## src/rtl/logic_unit_arbiter.sv

```systemverilog
// Round-robin arbiter sharing one WIDTH-bit XOR/AND/OR/NOR unit between NUM_REQ requesters.
// Define LOGIC_ARB_STATS_EN to add o_grant_cnt, one 16-bit wrapping grant counter per requester.
module logic_unit_arbiter #(
    parameter int WIDTH   = 32,
    parameter int NUM_REQ = 2,
    parameter int IDW     = 2
) (
    input  logic                     i_clk,
    input  logic                     i_rst_n,
    input  logic [NUM_REQ-1:0]       i_req_valid,
    output logic [NUM_REQ-1:0]       o_req_ready,
    input  logic [NUM_REQ*WIDTH-1:0] i_req_a,
    input  logic [NUM_REQ*WIDTH-1:0] i_req_b,
    input  logic [NUM_REQ*2-1:0]     i_req_op,
    output logic                     o_rsp_valid,
    output logic [IDW-1:0]           o_rsp_id,
    output logic [WIDTH-1:0]         o_rsp_data,
    input  logic                     i_rsp_ready,
`ifdef LOGIC_ARB_STATS_EN
    output logic [NUM_REQ*16-1:0]    o_grant_cnt,
`endif
    output logic                     o_busy
);

    typedef enum logic [1:0] {
        IDLE = 2'd0,
        EXEC = 2'd1,
        RESP = 2'd2
    } state_t;

    state_t             r_state;
    logic [IDW-1:0]     r_rr_ptr;
    logic [WIDTH-1:0]   r_a;
    logic [WIDTH-1:0]   r_b;
    logic [1:0]         r_op;
    logic [IDW-1:0]     r_id;
    logic               r_rsp_valid;
    logic [IDW-1:0]     r_rsp_id;
    logic [WIDTH-1:0]   r_rsp_data;

    logic [2*NUM_REQ-1:0] w_valid_dbl;
    logic [NUM_REQ-1:0]   w_valid_rot;
    logic                 w_grant_valid;
    logic [IDW-1:0]       w_grant_id;
    logic [IDW-1:0]       w_next_ptr;
    logic                 w_accept;
    logic [WIDTH-1:0]     w_sel_a;
    logic [WIDTH-1:0]     w_sel_b;
    logic [1:0]           w_sel_op;
    logic [WIDTH-1:0]     w_result;

    // Rotate the request vector so bit 0 is the requester at rr_ptr; lowest set bit wins.
    assign w_valid_dbl = {i_req_valid, i_req_valid};
    assign w_valid_rot = NUM_REQ'(w_valid_dbl >> r_rr_ptr);

    always_comb begin
        w_grant_valid = 1'b0;
        w_grant_id    = '0;
        for (int k = NUM_REQ - 1; k >= 0; k--) begin
            if (w_valid_rot[k]) begin
                w_grant_valid = 1'b1;
                w_grant_id    = IDW'((int'(r_rr_ptr) + k) % NUM_REQ);
            end
        end
    end

    assign w_next_ptr = IDW'((int'(w_grant_id) + 1) % NUM_REQ);
    assign w_accept   = i_rst_n && (r_state == IDLE) && w_grant_valid;

    always_comb begin
        w_sel_a     = '0;
        w_sel_b     = '0;
        w_sel_op    = '0;
        o_req_ready = '0;
        for (int i = 0; i < NUM_REQ; i++) begin
            if (w_grant_id == IDW'(i)) begin
                w_sel_a        = i_req_a[i*WIDTH +: WIDTH];
                w_sel_b        = i_req_b[i*WIDTH +: WIDTH];
                w_sel_op       = i_req_op[i*2 +: 2];
                o_req_ready[i] = w_accept;
            end
        end
    end

    always_comb begin
        w_result = '0;
        case (r_op)
            2'b00:   w_result = r_a ^ r_b;
            2'b01:   w_result = r_a & r_b;
            2'b10:   w_result = r_a | r_b;
            default: w_result = ~(r_a | r_b);
        endcase
    end

    always_ff @(posedge i_clk or negedge i_rst_n) begin
        if (!i_rst_n) begin
            r_state     <= IDLE;
            r_rr_ptr    <= '0;
            r_a         <= '0;
            r_b         <= '0;
            r_op        <= '0;
            r_id        <= '0;
            r_rsp_valid <= 1'b0;
            r_rsp_id    <= '0;
            r_rsp_data  <= '0;
        end else begin
            case (r_state)
                IDLE: begin
                    if (w_grant_valid) begin
                        r_a      <= w_sel_a;
                        r_b      <= w_sel_b;
                        r_op     <= w_sel_op;
                        r_id     <= w_grant_id;
                        r_rr_ptr <= w_next_ptr;
                        r_state  <= EXEC;
                    end
                end
                EXEC: begin
                    r_rsp_data  <= w_result;
                    r_rsp_id    <= r_id;
                    r_rsp_valid <= 1'b1;
                    r_state     <= RESP;
                end
                RESP: begin
                    // Result and id stay frozen until the consumer takes them.
                    if (i_rsp_ready) begin
                        r_rsp_valid <= 1'b0;
                        r_state     <= IDLE;
                    end
                end
                default: r_state <= IDLE;
            endcase
        end
    end

    assign o_rsp_valid = r_rsp_valid;
    assign o_rsp_id    = r_rsp_id;
    assign o_rsp_data  = r_rsp_data;
    assign o_busy      = (r_state != IDLE);

`ifdef LOGIC_ARB_STATS_EN
    logic [15:0] r_grant_cnt [NUM_REQ];

    always_ff @(posedge i_clk or negedge i_rst_n) begin
        if (!i_rst_n) begin
            for (int i = 0; i < NUM_REQ; i++) begin
                r_grant_cnt[i] <= '0;
            end
        end else if (w_accept) begin
            for (int i = 0; i < NUM_REQ; i++) begin
                if (w_grant_id == IDW'(i)) begin
                    r_grant_cnt[i] <= r_grant_cnt[i] + 16'd1;
                end
            end
        end
    end

    for (genvar g = 0; g < NUM_REQ; g++) begin : g_cnt_out
        assign o_grant_cnt[g*16 +: 16] = r_grant_cnt[g];
    end
`endif

endmodule

```

## config.mk

```make
export PLATFORM = sky130hd
export DESIGN_NAME = logic_unit_arbiter
export DESIGN_NICKNAME = d
export VERILOG_FILES = /design/src/rtl/logic_unit_arbiter.sv
export SDC_FILE = /design/constraint.sdc
export NUM_CORES = 1
export LEC_CHECK = 0
export ABC_AREA = 0
export CORE_AREA = 2 2 118 120
export CTS_CLUSTER_SIZE = 24
export DETAILED_ROUTE_END_ITERATION = 7
export DIE_AREA = 0 0 120 122
export PLACE_DENSITY = 0.8
export SYNTH_ARGS = -nofsm -noshare
export SYNTH_HDL_FRONTEND = slang
export SYNTH_SLANG_ARGS = --single-unit
```

## constraint.sdc

```tcl
create_clock -name i_clk -period 3.7 [get_ports i_clk]
set_input_delay 0.555 -clock i_clk [delete_from_list [all_inputs] [get_ports i_clk]]
set_output_delay 0.555 -clock i_clk [all_outputs]
set_load 0.05 [all_outputs]
```

## Yosys cells after proc, flatten, opt, wreduce, memory -nomap -nowiden

Cells that the tools add are included.

| operators by class | value |
|---|---|
| $add $sub $neg | 2 |
| equal/unequal tests | 7 |
| shift operators | 1 |
| muxes and demuxes | 18 |
| bitwise operators | 6 |
| reduce and logical (&&, ||, !) cells | 10 |

Operators by type and width:

| kind | count |
|---|---|
| 2-to-1 mux 32 bit | 4 |
| case mux 32 bit (3 select lines) | 1 |
| AND 32 bit | 1 |
| inverter 32 bit | 1 |
| OR 32 bit | 1 |
| XOR 32 bit | 1 |
| 2-to-1 mux 2 bit | 6 |
| == test 2 x 1 -> 1 bit (second input constant) | 3 |
| logical NOT 2 bit | 3 |
| case mux 2 bit (3 select lines) | 1 |
| AND reduction 2 bit | 3 |
| 2-to-1 mux 1 bit | 5 |
| == test 2 bit (second input constant) | 2 |
| inequality test 2 bit (second input constant) | 2 |
| nonzero test 2 bit | 2 |
| right shift 4 x 2 -> 2 bit | 1 |
| adder 1 bit (second input constant) | 2 |
| AND 1 bit (first input constant) | 2 |
| logical AND 1 bit | 2 |
| case mux 1 bit (2 select lines) | 1 |

| word-level totals | value |
|---|---|
| register bits | 107 |
| input port bits | 137 |
| output and inout bits | 38 |
| logic and storage cells | 53 |

## Depth between registers and ports, before layout

Gate-level depths: netlist (run 1).

| logic depth | value |
|---|---|
| word-level depth | 7 |
| mapped depth | 5 |

## Worst setup path after synthesis (run 1)

OpenSTA, ideal clock, no wires.

| timing path | value |
|---|---|
| kind | input -> output |
| start | in i_req_valid[0] |
| end | out o_req_ready[1] |
| data arrival time | 1589 ps |
| required time | 3145 ps |
| path slack | 1556 ps |
| stages | 4 |
| cell sequence | nand2b_1 nand3_2 clkbuf_1 nor2_1 |

| on the way | value |
|---|---|
| longest elaborated chain between the ends | 5 |

RTL lines:

| what | RTL line | RTL |
|---|---|---|
| start: declaration | 10 | `input logic [NUM_REQ-1:0] i_req_valid,` |
| right shift 4 x 2 -> 2 bit * | 54 | `assign w_valid_rot = NUM_REQ'(w_valid_dbl >> r_rr_ptr);` |
| 2-to-1 mux 2 bit / 2-to-1 mux 1 bit (equally long branches) (2 in series) | 60 | `if (w_valid_rot[k]) begin` |
| == test 2 x 1 -> 1 bit / logical AND 1 bit (equally long branches) | 76, 68 |  |
| 2-to-1 mux 1 bit * | 76 | `if (w_grant_id == IDW'(i)) begin` |
| end: declaration | 11 | `output logic [NUM_REQ-1:0] o_req_ready,` |

Mark *: on every way between the ends. The rest lies on a longest branch, timed or not.

## Final worst setup path (run 1)

| timing path | value |
|---|---|
| start | reg r_state[1] |
| end | out o_busy |

| on the way | value |
|---|---|
| longest elaborated chain between the ends | 1 |

RTL lines:

| what | RTL line | RTL |
|---|---|---|
| start: declaration | 31 | `state_t r_state;` |
| start signal: assignment | 97 | `r_state <= IDLE;` |
| start signal: assignment | 115 | `r_state <= EXEC;` |
| start signal: assignment | 122 | `r_state <= RESP;` |
| nonzero test 2 bit | 139 | `assign o_busy = (r_state != IDLE);` |
| end: declaration | 22 | `output logic o_busy` |

No other way between the ends.

==> results.py, run 1 <==
metrics = {
    "logic_synthesis": {
        "synth-adder-area-share_pct": 12.2,
        "synth_cell_types": 25,
        "synth_fp_nets": 904,
        "synthSimpleGateAreaFrac_pct": 3.96,
        "yosysSeqAreaShare_pct": 39.8,
        "synthCells": 703,
        "synth_warnings": 0,
        "syn_area_sq_um": 6540,
        "synth_xor_area_share_pct": 4.29,
        "synth_top_family_by_area": "compound AO/OA/AOI/OAI gates",
        "synth_compound_area_share_pct": 19.2,
        "synthMuxAreaShare_pct": 4.90,
        "syn_area_per_cell_sq_um": 9.30,
        "synth-seq-cells": 104,
    },
    "clock_tree": {
        "root_buffer": "clkbuf_16",
        "tritoncts": "done",
        "h-tree-depth": 3,
        "clkTransAtPathRegs_ps": 70,
        "cts_hold_buf": 0,
        "numCtsBuffers": 9,
        "clk_latency_ps": 350,
        "clockBufferDepth": 2,
        "cts.repair.resized": 0,
        "post_cts_buffers": 0,
        "clock_sinks": 104,
    },
    "placement": {
        "place_hpwl_microns": 10000,
        "place_area_sq_um": 8320,
        "io_buffers": 173,
        "gp_congestion": 0.755,
        "dp_slack_ps": 1350,
    },
    "worst_setup_path": {
        "critPathBufInv": 2,
        "reg2reg_slack_ps": 1580,
        "critical_path_arrival_ps": 1810,
        "cp_data_required_time_ps": 3140,
        "path_delay_family": "buffers and inverters",
        "r2r_start": "r_state[1]$_DFFE_PN0P_",
        "crit_path_start": "r_state[1]$_DFFE_PN0P_",
        "crit_type": "flip-flop to output port",
        "critPathSlowestCell": "clkdlybuf4s50_1",
        "end_kind": "output port",
        "cp-start-kind": "flip-flop",
        "worstPathMaxFanout": 5,
        "crit_chain": "nor2_2 > inv_2 > clkdlybuf4s50_1",
        "max_stage_delay_ps": 700,
    },
    "cells_and_area": {
        "nFillCells": 1127,
        "fin_area_sq_um": 8620,
        "seq_area_sq_um": 2610,
        "drive_gt1_share_pct": 3.76,
        "n_antenna_cell": 0,
        "multi_input_area_sq_um": 2930,
        "area_delta_synth_final_pct": 31.8,
        "final_nets": 1046,
    },
    "global_routing": {
        "met3_usage_pct": 5.52,
        "antenna_found_initial": 0,
        "grt_pass1_vias": 5338,
        "grt_pass1_wl_microns": 25800,
        "grt_max_degree": 70,
        "grt_use_total_pct": 22.0,
        "grt_use_met2_pct": 36.0,
        "gr-max-usage-layer": "met2",
        "grt.overflow.total": 0,
        "grt_util_met1_pct": 28.7,
    },
    "pwr": {
        "power.internal_w": 0.00392,
        "p_sw_share_pct": 43.8,
        "p_switching_w": 0.00306,
        "vdd_drop_max_mv": 0.356,
        "p_per_area_nw_per_um2": 810,
        "p_leak_nw": 4.20,
        "finalPower_w": 0.00698,
        "p_comb_share_pct": 53.7,
        "clkPwrFrac_pct": 14.0,
        "p_seq_share_pct": 32.3,
    },
    "drt": {
        "final_antenna_net_count": 0,
        "wl_per_cell_microns": 14.9,
        "vias": 5389,
        "routed_wirelength_microns": 15300,
        "route.detailed.drc": 0,
        "vias_per_cell": 5.23,
        "drt_iter0_markers": 338,
        "first_pass_iters": 4,
    },
    "timing": {
        "hold_viol": 0,
        "grt_setup_unrepaired": "no",
        "finalCriticalPeriod_ps": 2370,
        "worstMarginPinSlew_ps": 1090,
        "fin_ws_ps": 1330,
        "slew_headroom_pct": 27.4,
        "skew_ps": 7.10,
        "tns_ps": 0,
        "drv_slew": 0,
        "report.final.setup_viol": 0,
        "fin_crit_sh_pct": 64.0,
        "max_freq_ghz": 0.422,
    },
    "floorplan": {
        "start_util_pct": 48.4,
        "coreArea_sq_um": 13500,
        "io_pins": 175,
        "dieArea_sq_um": 14600,
        "die_h_microns": 122,
        "fp.dieW_microns": 120,
        "rows": 43,
    },
    "outcome": {
        "outcome": "finished clean",
    },
    "worst_hold_path": {
        "worstHoldPathType": "input pin to async pin",
    },
    "flow_run": {
        "cap_viol_max_count": 0,
    },
}
## power groups by stage
stage,Sequential [W],Clock (W),Combinational (W)
floorplan,0.00257,0,0.00244
global placement,0.00226,0,0.00362
detailed placement,0.00227,0,0.00378
CTS,0.00226,0.000993,0.00380
global route,0.00235,0.00104,0.00417
finish,0.00226,0.000975,0.00375
## cells in the mapped netlist
cell type,number,area [sq um]
nor3_1,32,160
nor2_2,1,6.26
o21ai_1,3,15.0
nand3_2,2,20.0
nand2b_1,3,18.8
inv_1,198,743
xnor2_1,32,280
conb_1,1,3.75
and2_1,1,6.26
nor2_1,5,18.8
ha_1,64,801
mux2i_1,32,320
o21ai_0,67,335
inv_2,1,3.75
buf_2,14,70.1
nand2_1,6,22.5
clkbuf_2,2,10.0
clkbuf_1,23,86.3
buf_6,4,45.0
a221o_1,32,320
nor2b_1,1,6.26
dfrtp_1,104,2600
a21oi_1,1,5.00
buf_4,8,60.1
o221ai_1,66,578
## worst reg2reg max path, stage by stage (launching register included)
cell      delay, ps
dfrtp_1         420
nand2b_2        880
buf_4           360
nor3_1           70
a221o_1         270
## registers in the layout (all words and copies together), names as in the netlist, 2 cells and up
| signal | cells |
|---|---|
| o_rsp_data | 32 |
| r_a | 32 |
| r_b | 32 |
| r_op | 2 |
| r_state | 2 |
## cells in the final DEF, fill, tap and decap left out
| master | netlist | layout |
|---|---|---|
| nor2_4 | 0 | 1 |
| inv_2 | 1 | 1 |
| nand2b_1 | 3 | 2 |
| buf_12 | 0 | 2 |
| nor3_1 | 32 | 32 |
| xnor2_1 | 32 | 32 |
| clkbuf_1 | 23 | 3 |
| nand2b_2 | 0 | 1 |
| conb_1 | 1 | 1 |
| nor2b_1 | 1 | 1 |
| and2_1 | 1 | 1 |
| clkinvlp_4 | 0 | 1 |
| nor2_2 | 1 | 1 |
| dfrtp_4 | 0 | 1 |
| o221ai_1 | 66 | 66 |
| bufinv_16 | 0 | 1 |
| clkdlybuf4s50_1 | 0 | 170 |
| o21ai_0 | 67 | 67 |
| inv_1 | 198 | 198 |
| clkbuf_8 | 0 | 1 |
| dfrtp_1 | 104 | 103 |
| nand2_1 | 6 | 6 |
| mux2i_1 | 32 | 32 |
| clkbuf_16 | 0 | 9 |
| ha_1 | 64 | 64 |
| o21ai_1 | 3 | 3 |
| clkinv_2 | 0 | 1 |
| nor2_1 | 5 | 4 |
| buf_4 | 8 | 10 |
| nand3_2 | 2 | 2 |
| a21oi_1 | 1 | 1 |
| a221o_1 | 32 | 32 |
## layer usage
metal	vias up	wire, microns
met5	-	0
met4	0	282
met3	21	950
met2	155	7290
met1	2591	6820
li1	2622	-
## path summary, 6_finish.rpt
path | to | cells after the start
max in group asynchronous | r_op[0]$_DFFE_PN0P_ | 3
hold reg to reg | o_rsp_id[0]$_DFFE_PN0P_ | 2
setup reg to reg | o_rsp_data[22]$_DFFE_PN0P_ | 4
min in group i_clk | o_rsp_id[0]$_DFFE_PN0P_ | 2
hold / removal | r_b[14]$_DFFE_PN0P_ | 2
setup / recovery | o_busy | 3
## layout make-up
class,count,share of cell area [%]
clock buffers,13,2.90
clock inverters,3,0.494
inverters,199,8.67
multi-input cells,349,34.0
flip-flops and latches,104,30.2
well taps,180,2.61
repair buffers,182,21.1
## per-stage QoR
stage,util (%),std cells,hold WS [ps]
3_5_place_dp,61.6,1014,459
4_1_cts,63.8,1030,344
3_3_place_gp,61.6,1014,448
6_report,63.8,1030,326
2_1_floorplan,-,703,259
5_1_grt,63.8,1030,373
## logic make-up (layout without fill, tap and decap cells)
group / Yosys count / in the layout
buffers and inverters: 250 / 397
AO/OA/AOI/OAI: 169 / 169
flip-flops: 104 / 104
adder cells (fa/ha/maj): 64 / 64
AND/OR/NAND/NOR: 51 / 51
XOR/XNOR: 32 / 32
multiplexers: 32 / 32
other: 1 / 1
No activity file was read; power rests on OpenSTA's default activity.
==> inputs of run 2 (changes only) <==
- CORE_AREA: 2 2 118 120 -> 2 2 124 126
- DIE_AREA: 0 0 120 122 -> 0 0 126 128
- PLACE_DENSITY: 0.8 -> 0.76
- clock period: 3.7 -> 1.9 ns (I/O delays scaled with it)
==> results.py, run 2 (synthesis gave the netlist of run 1 again) <==
metrics = {
    "outcome": {
        "outcome": "complete, but fails checks",
        "failed_checks": "hold timing",
    },
    "global_routing": {
        "grt.overflow.total": 0,
        "grt_use_total_pct": 19.8,
        "antenna_found_initial": 0,
        "grt_pass1_vias": 5387,
        "grt_pass1_wl_microns": 26000,
        "grt_max_degree": 105,
    },
    "drt": {
        "final_antenna_net_count": 0,
        "vias_per_cell": 5.17,
        "vias": 5394,
        "routed_wirelength_microns": 15600,
        "drt_iter0_markers": 289,
        "route.detailed.drc": 0,
        "first_pass_iters": 4,
        "wl_per_cell_microns": 14.9,
    },
    "worst_setup_path": {
        "critPathSlowestCell": "clkdlybuf4s50_1",
        "critPathBufInv": 1,
        "path_delay_family": "buffers and inverters",
        "crit_chain": "clkdlybuf4s50_1",
        "cp_data_required_time_ps": 1620,
        "max_stage_delay_ps": 840,
        "critical_path_arrival_ps": 1590,
        "end_kind": "output port",
        "crit_type": "flip-flop to output port",
        "worstPathMaxFanout": 2,
        "cp-start-kind": "flip-flop",
    },
    "placement": {
        "io_buffers": 173,
        "place_hpwl_microns": 10600,
        "gp_congestion": 0.740,
    },
    "pwr": {
        "p_per_area_nw_per_um2": 1590,
        "power.internal_w": 0.00793,
        "clkPwrFrac_pct": 14.0,
        "p_leak_nw": 4.30,
        "p_sw_share_pct": 43.4,
        "p_switching_w": 0.00607,
        "p_seq_share_pct": 30.2,
        "p_comb_share_pct": 55.9,
        "finalPower_w": 0.0140,
        "vdd_drop_max_mv": 0.626,
    },
    "floorplan": {
        "fp.dieW_microns": 126,
        "rows": 45,
        "dieArea_sq_um": 16100,
        "start_util_pct": 44.0,
        "die_h_microns": 128,
        "io_pins": 175,
        "coreArea_sq_um": 14900,
    },
    "clock_tree": {
        "clock_sinks": 104,
        "numCtsBuffers": 9,
        "clkTransAtPathRegs_ps": 70,
        "h-tree-depth": 3,
        "clockBufferDepth": 2,
        "root_buffer": "clkbuf_16",
        "tritoncts": "done",
        "clk_latency_ps": 360,
    },
    "cells_and_area": {
        "layout_commonest_cell": "inv_1",
        "area_delta_synth_final_pct": 34.4,
        "seq_area_sq_um": 2610,
        "multi_input_area_sq_um": 2940,
        "final_util_pct": 59.1,
        "final_nets": 1053,
        "nFillCells": 1277,
        "n_antenna_cell": 0,
        "drive_gt1_share_pct": 5.84,
        "layout_common_cells": "inv_1 (198), clkdlybuf4s50_1 (163), dfrtp_1 (103)",
    },
    "timing": {
        "slew_headroom_pct": 53.3,
        "tns_ps": 0,
        "finalCriticalPeriod_ps": 1870,
        "fin_crit_sh_pct": 98.5,
        "report.final.setup_viol": 0,
        "hold-worst-slack_ps": -13.9,
        "worstMarginPinSlew_ps": 700,
        "max_freq_ghz": 0.534,
        "hold_viol": 3,
        "skew_ps": 4.87,
        "drv_slew": 0,
        "grt_setup_unrepaired": "no",
    },
    "flow_run": {
        "cap_viol_max_count": 0,
    },
    "worst_hold_path": {
        "worstHoldPathType": "input pin to async pin",
    },
}
run 2: cell types whose count changed in the layout (fill, tap and decap cells not counted), moves of 2 or more:
cell,change
buf_12,+8
clkbuf_1,-3
buf_4,+5
clkbuf_8,+2
clkdlybuf4s50_1,-7
run 2: what timing repair did:
item                                    in CTS  in global routing
gates resized for setup                      1                  2
setup buffers                                0                  0
hold buffers                                 0                  0
endpoints found under the setup margin       1                  2
run 2: final cells by class:
cell class | count | area share [%]
inverter | 199 | 8.50
sequential | 104 | 29.7
clock inverter | 3 | 0.456
tap | 188 | 2.68
clock buffer | 12 | 3.03
multi-input combinational | 349 | 33.4
timing repair buffer | 189 | 22.3
run 2: metal layers:
layer | part of all wire [%] | global-route usage, % | up-vias
met2 | 47 | 32.8 | 157
li1 | - | - | 2647
met4 | 1.7 | 5.56 | 0
met1 | 45 | 25.6 | 2566
met3 | 6.2 | 5.68 | 24
met5 | 0 | 0 | -
run 2: through the flow:
step                      instances  setup slack [ps]  cell area [sq um]
after floorplan                 703              35.2               6540
after global placement         1029               191               8470
after detailed placement       1029               205               8470
after CTS                      1044              27.2               8780
after global routing           1044              5.54               8790
final                          1044              28.1               8790
run 2: power groups by stage:
stage	registers, W	clock network, W	logic (W)
2_1_floorplan	0.00500	0	0.00476
3_3_place_gp	0.00421	0	0.00758
3_5_place_dp	0.00424	0	0.00787
4_1_cts	0.00423	0.00200	0.00792
5_1_grt	0.00437	0.00209	0.00865
6_report	0.00422	0.00195	0.00782
run 2: path summary, 6_finish.rpt:
check / endpoint / depth (start not counted) / start / slack [ps]
worst max-delay path: o_rsp_data[25] / 1 / o_rsp_data[25]$_DFFE_PN0P_ / 30
worst min-delay path: r_b[11]$_DFFE_PN0P_ / 2 / i_rst_n / -10
worst max register to register: o_rsp_data[25]$_DFFE_PN0P_ / 3 / r_state[0]$_DFFE_PN0P_ / 270
worst min register to register: o_rsp_id[0]$_DFFE_PN0P_ / 2 / o_rsp_id[0]$_DFFE_PN0P_ / 480
max in group asynchronous: r_op[0]$_DFFE_PN0P_ / 2 / i_rst_n / 1380
min in group i_clk: o_rsp_id[0]$_DFFE_PN0P_ / 2 / o_rsp_id[0]$_DFFE_PN0P_ / 480
==> inputs of run 3 (changes only) <==
- RECOVER_POWER: default -> 25
- SETUP_SLACK_MARGIN: default -> 0.2
==> results.py, run 3 (synthesis gave the netlist of run 1 again) <==
metrics = {
    "outcome": {
        "outcome": "finished clean",
    },
    "cells_and_area": {
        "nFillCells": 1291,
        "final_nets": 1066,
        "seq_area_sq_um": 2610,
        "layout_commonest_cell": "inv_1",
        "area_delta_synth_final_pct": 37.3,
        "multi_input_area_sq_um": 2970,
        "drive_gt1_share_pct": 7.13,
        "final_cells": 1058,
        "n_antenna_cell": 0,
        "layout_common_cells": "inv_1 (198), clkdlybuf4s50_1 (135), dfrtp_1 (101)",
    },
    "worst_setup_path": {
        "crit_type": "flip-flop to output port",
        "reg2reg_slack_ps": 360,
        "critical_path_arrival_ps": 1420,
        "cp-start-kind": "flip-flop",
        "r2r-end": "r_a[10]$_DFFE_PN0P_",
        "cp_data_required_time_ps": 1620,
        "worstRegToRegCells": 7,
        "worstPathMaxFanout": 2,
        "end_kind": "output port",
        "r2r_start": "r_state[0]$_DFFE_PN0P_",
    },
    "floorplan": {
        "fp.dieW_microns": 126,
        "dieArea_sq_um": 16100,
        "io_pins": 175,
        "rows": 45,
        "die_h_microns": 128,
        "start_util_pct": 44.0,
        "coreArea_sq_um": 14900,
    },
    "drt": {
        "routed_wirelength_microns": 16500,
        "vias": 5528,
        "route.detailed.drc": 0,
        "wl_per_cell_microns": 15.6,
        "vias_per_cell": 5.22,
        "final_antenna_net_count": 0,
        "first_pass_iters": 5,
        "drt_iter0_markers": 317,
    },
    "timing": {
        "worstMarginPinSlew_ps": 1450,
        "finalCriticalPeriod_ps": 1710,
        "slew_headroom_pct": 3.18,
        "drv_slew": 0,
        "tns_ps": 0,
        "hold_viol": 0,
        "grt_setup_unrepaired": "yes",
        "report.final.setup_viol": 0,
        "fin_crit_sh_pct": 90.0,
        "skew_ps": 9.31,
        "max_freq_ghz": 0.585,
    },
    "global_routing": {
        "grt_max_degree": 105,
        "grt.overflow.total": 0,
        "grt_pass1_vias": 5406,
        "grt_pass1_wl_microns": 26600,
        "antenna_found_initial": 0,
        "grt_use_total_pct": 20.3,
    },
    "pwr": {
        "p_seq_share_pct": 28.2,
        "p_leak_nw": 4.47,
        "power.internal_w": 0.00823,
        "p_per_area_nw_per_um2": 1620,
        "clkPwrFrac_pct": 14.3,
        "p_switching_w": 0.00630,
        "p_comb_share_pct": 57.5,
        "vdd_drop_max_mv": 0.686,
        "p_sw_share_pct": 43.4,
    },
    "clock_tree": {
        "root_buffer": "clkbuf_16",
        "numCtsBuffers": 9,
        "h-tree-depth": 3,
        "clockBufferDepth": 2,
        "tritoncts": "done",
        "clkTransAtPathRegs_ps": 70,
        "clock_sinks": 104,
        "clk_latency_ps": 350,
    },
    "worst_hold_path": {
        "worstHoldPathType": "input pin to async pin",
    },
    "placement": {
        "post-place-cells": 1028,
        "gp_congestion": 0.755,
        "place_hpwl_microns": 10900,
        "io_buffers": 173,
    },
    "flow_run": {
        "cap_viol_max_count": 0,
    },
}
run 3: stage by stage:
step | setup WS (ps) | total power, W | hold slack, ps | instance area, sq um | util [%]
2_1_floorplan | 257 | 0.00976 | -10.6 | 6540 | -
3_3_place_gp | 169 | 0.0118 | 415 | 8470 | 57.0
3_5_place_dp | 134 | 0.0121 | 411 | 8470 | 57.0
4_1_cts | 164 | 0.0142 | 33.2 | 8840 | 59.5
5_1_grt | 119 | 0.0157 | 514 | 8980 | 60.4
6_report | 191 | 0.0145 | 415 | 8980 | 60.4
run 3: area by class of cell:
type | instances | area share [%]
repair buffers | 201 | 22.8
flip-flops and latches | 104 | 29.1
repair inverters | 1 | 0.125
clock buffers | 14 | 3.05
multi-input cells | 349 | 33.0
well taps | 188 | 2.62
inverters | 199 | 8.61
clock inverters | 2 | 0.669
run 3: critical path: stages (launching register included):
cell and delay, ps:
dfrtp_2 420, nor2_4 150, buf_6 140, nand3_4 90
nor2_4 140, buf_12 140
run 3: timing repair:
item | in CTS | in global routing
hold buffers | 0 | 0
resized for setup | 40 | 8
gates cloned | 0 | 3
buffers inserted | 4 | 7
endpoints found under the setup margin | 34 | 35
pin swaps | 3 | 1
run 3: power groups by stage:
stage	clock network, W	logic, W	registers (W)
final	0.00208	0.00835	0.00410
after global routing	0.00222	0.00922	0.00424
after CTS	0.00213	0.00792	0.00410
after detailed placement	0	0.00796	0.00414
after global placement	0	0.00765	0.00411
after floorplan	0	0.00476	0.00500
run 3: worst max-delay path by stage:
stage	startpoint	endpoint	slack, ps	depth (start not counted)
after floorplan	r_state[1]$_DFFE_PN0P_	o_req_ready[0]	260	4
after global placement	i_req_valid[1]	r_b[24]$_DFFE_PN0P_	170	5
after detailed placement	i_req_valid[1]	r_b[15]$_DFFE_PN0P_	130	5
after CTS	r_state[0]$_DFFE_PN0P_	o_req_ready[0]	160	5
after global routing	i_rst_n	r_op[0]$_DFFE_PN0P_	120	2
final	r_state[0]$_DFFE_PN0P_	o_req_ready[1]	190	5
run 3: metal layers:
layer,global-route usage (%),routed length (microns)
met3,5.01,985
met2,34.5,8170
met1,26.2,7090
met4,4.85,206
met5,0,0
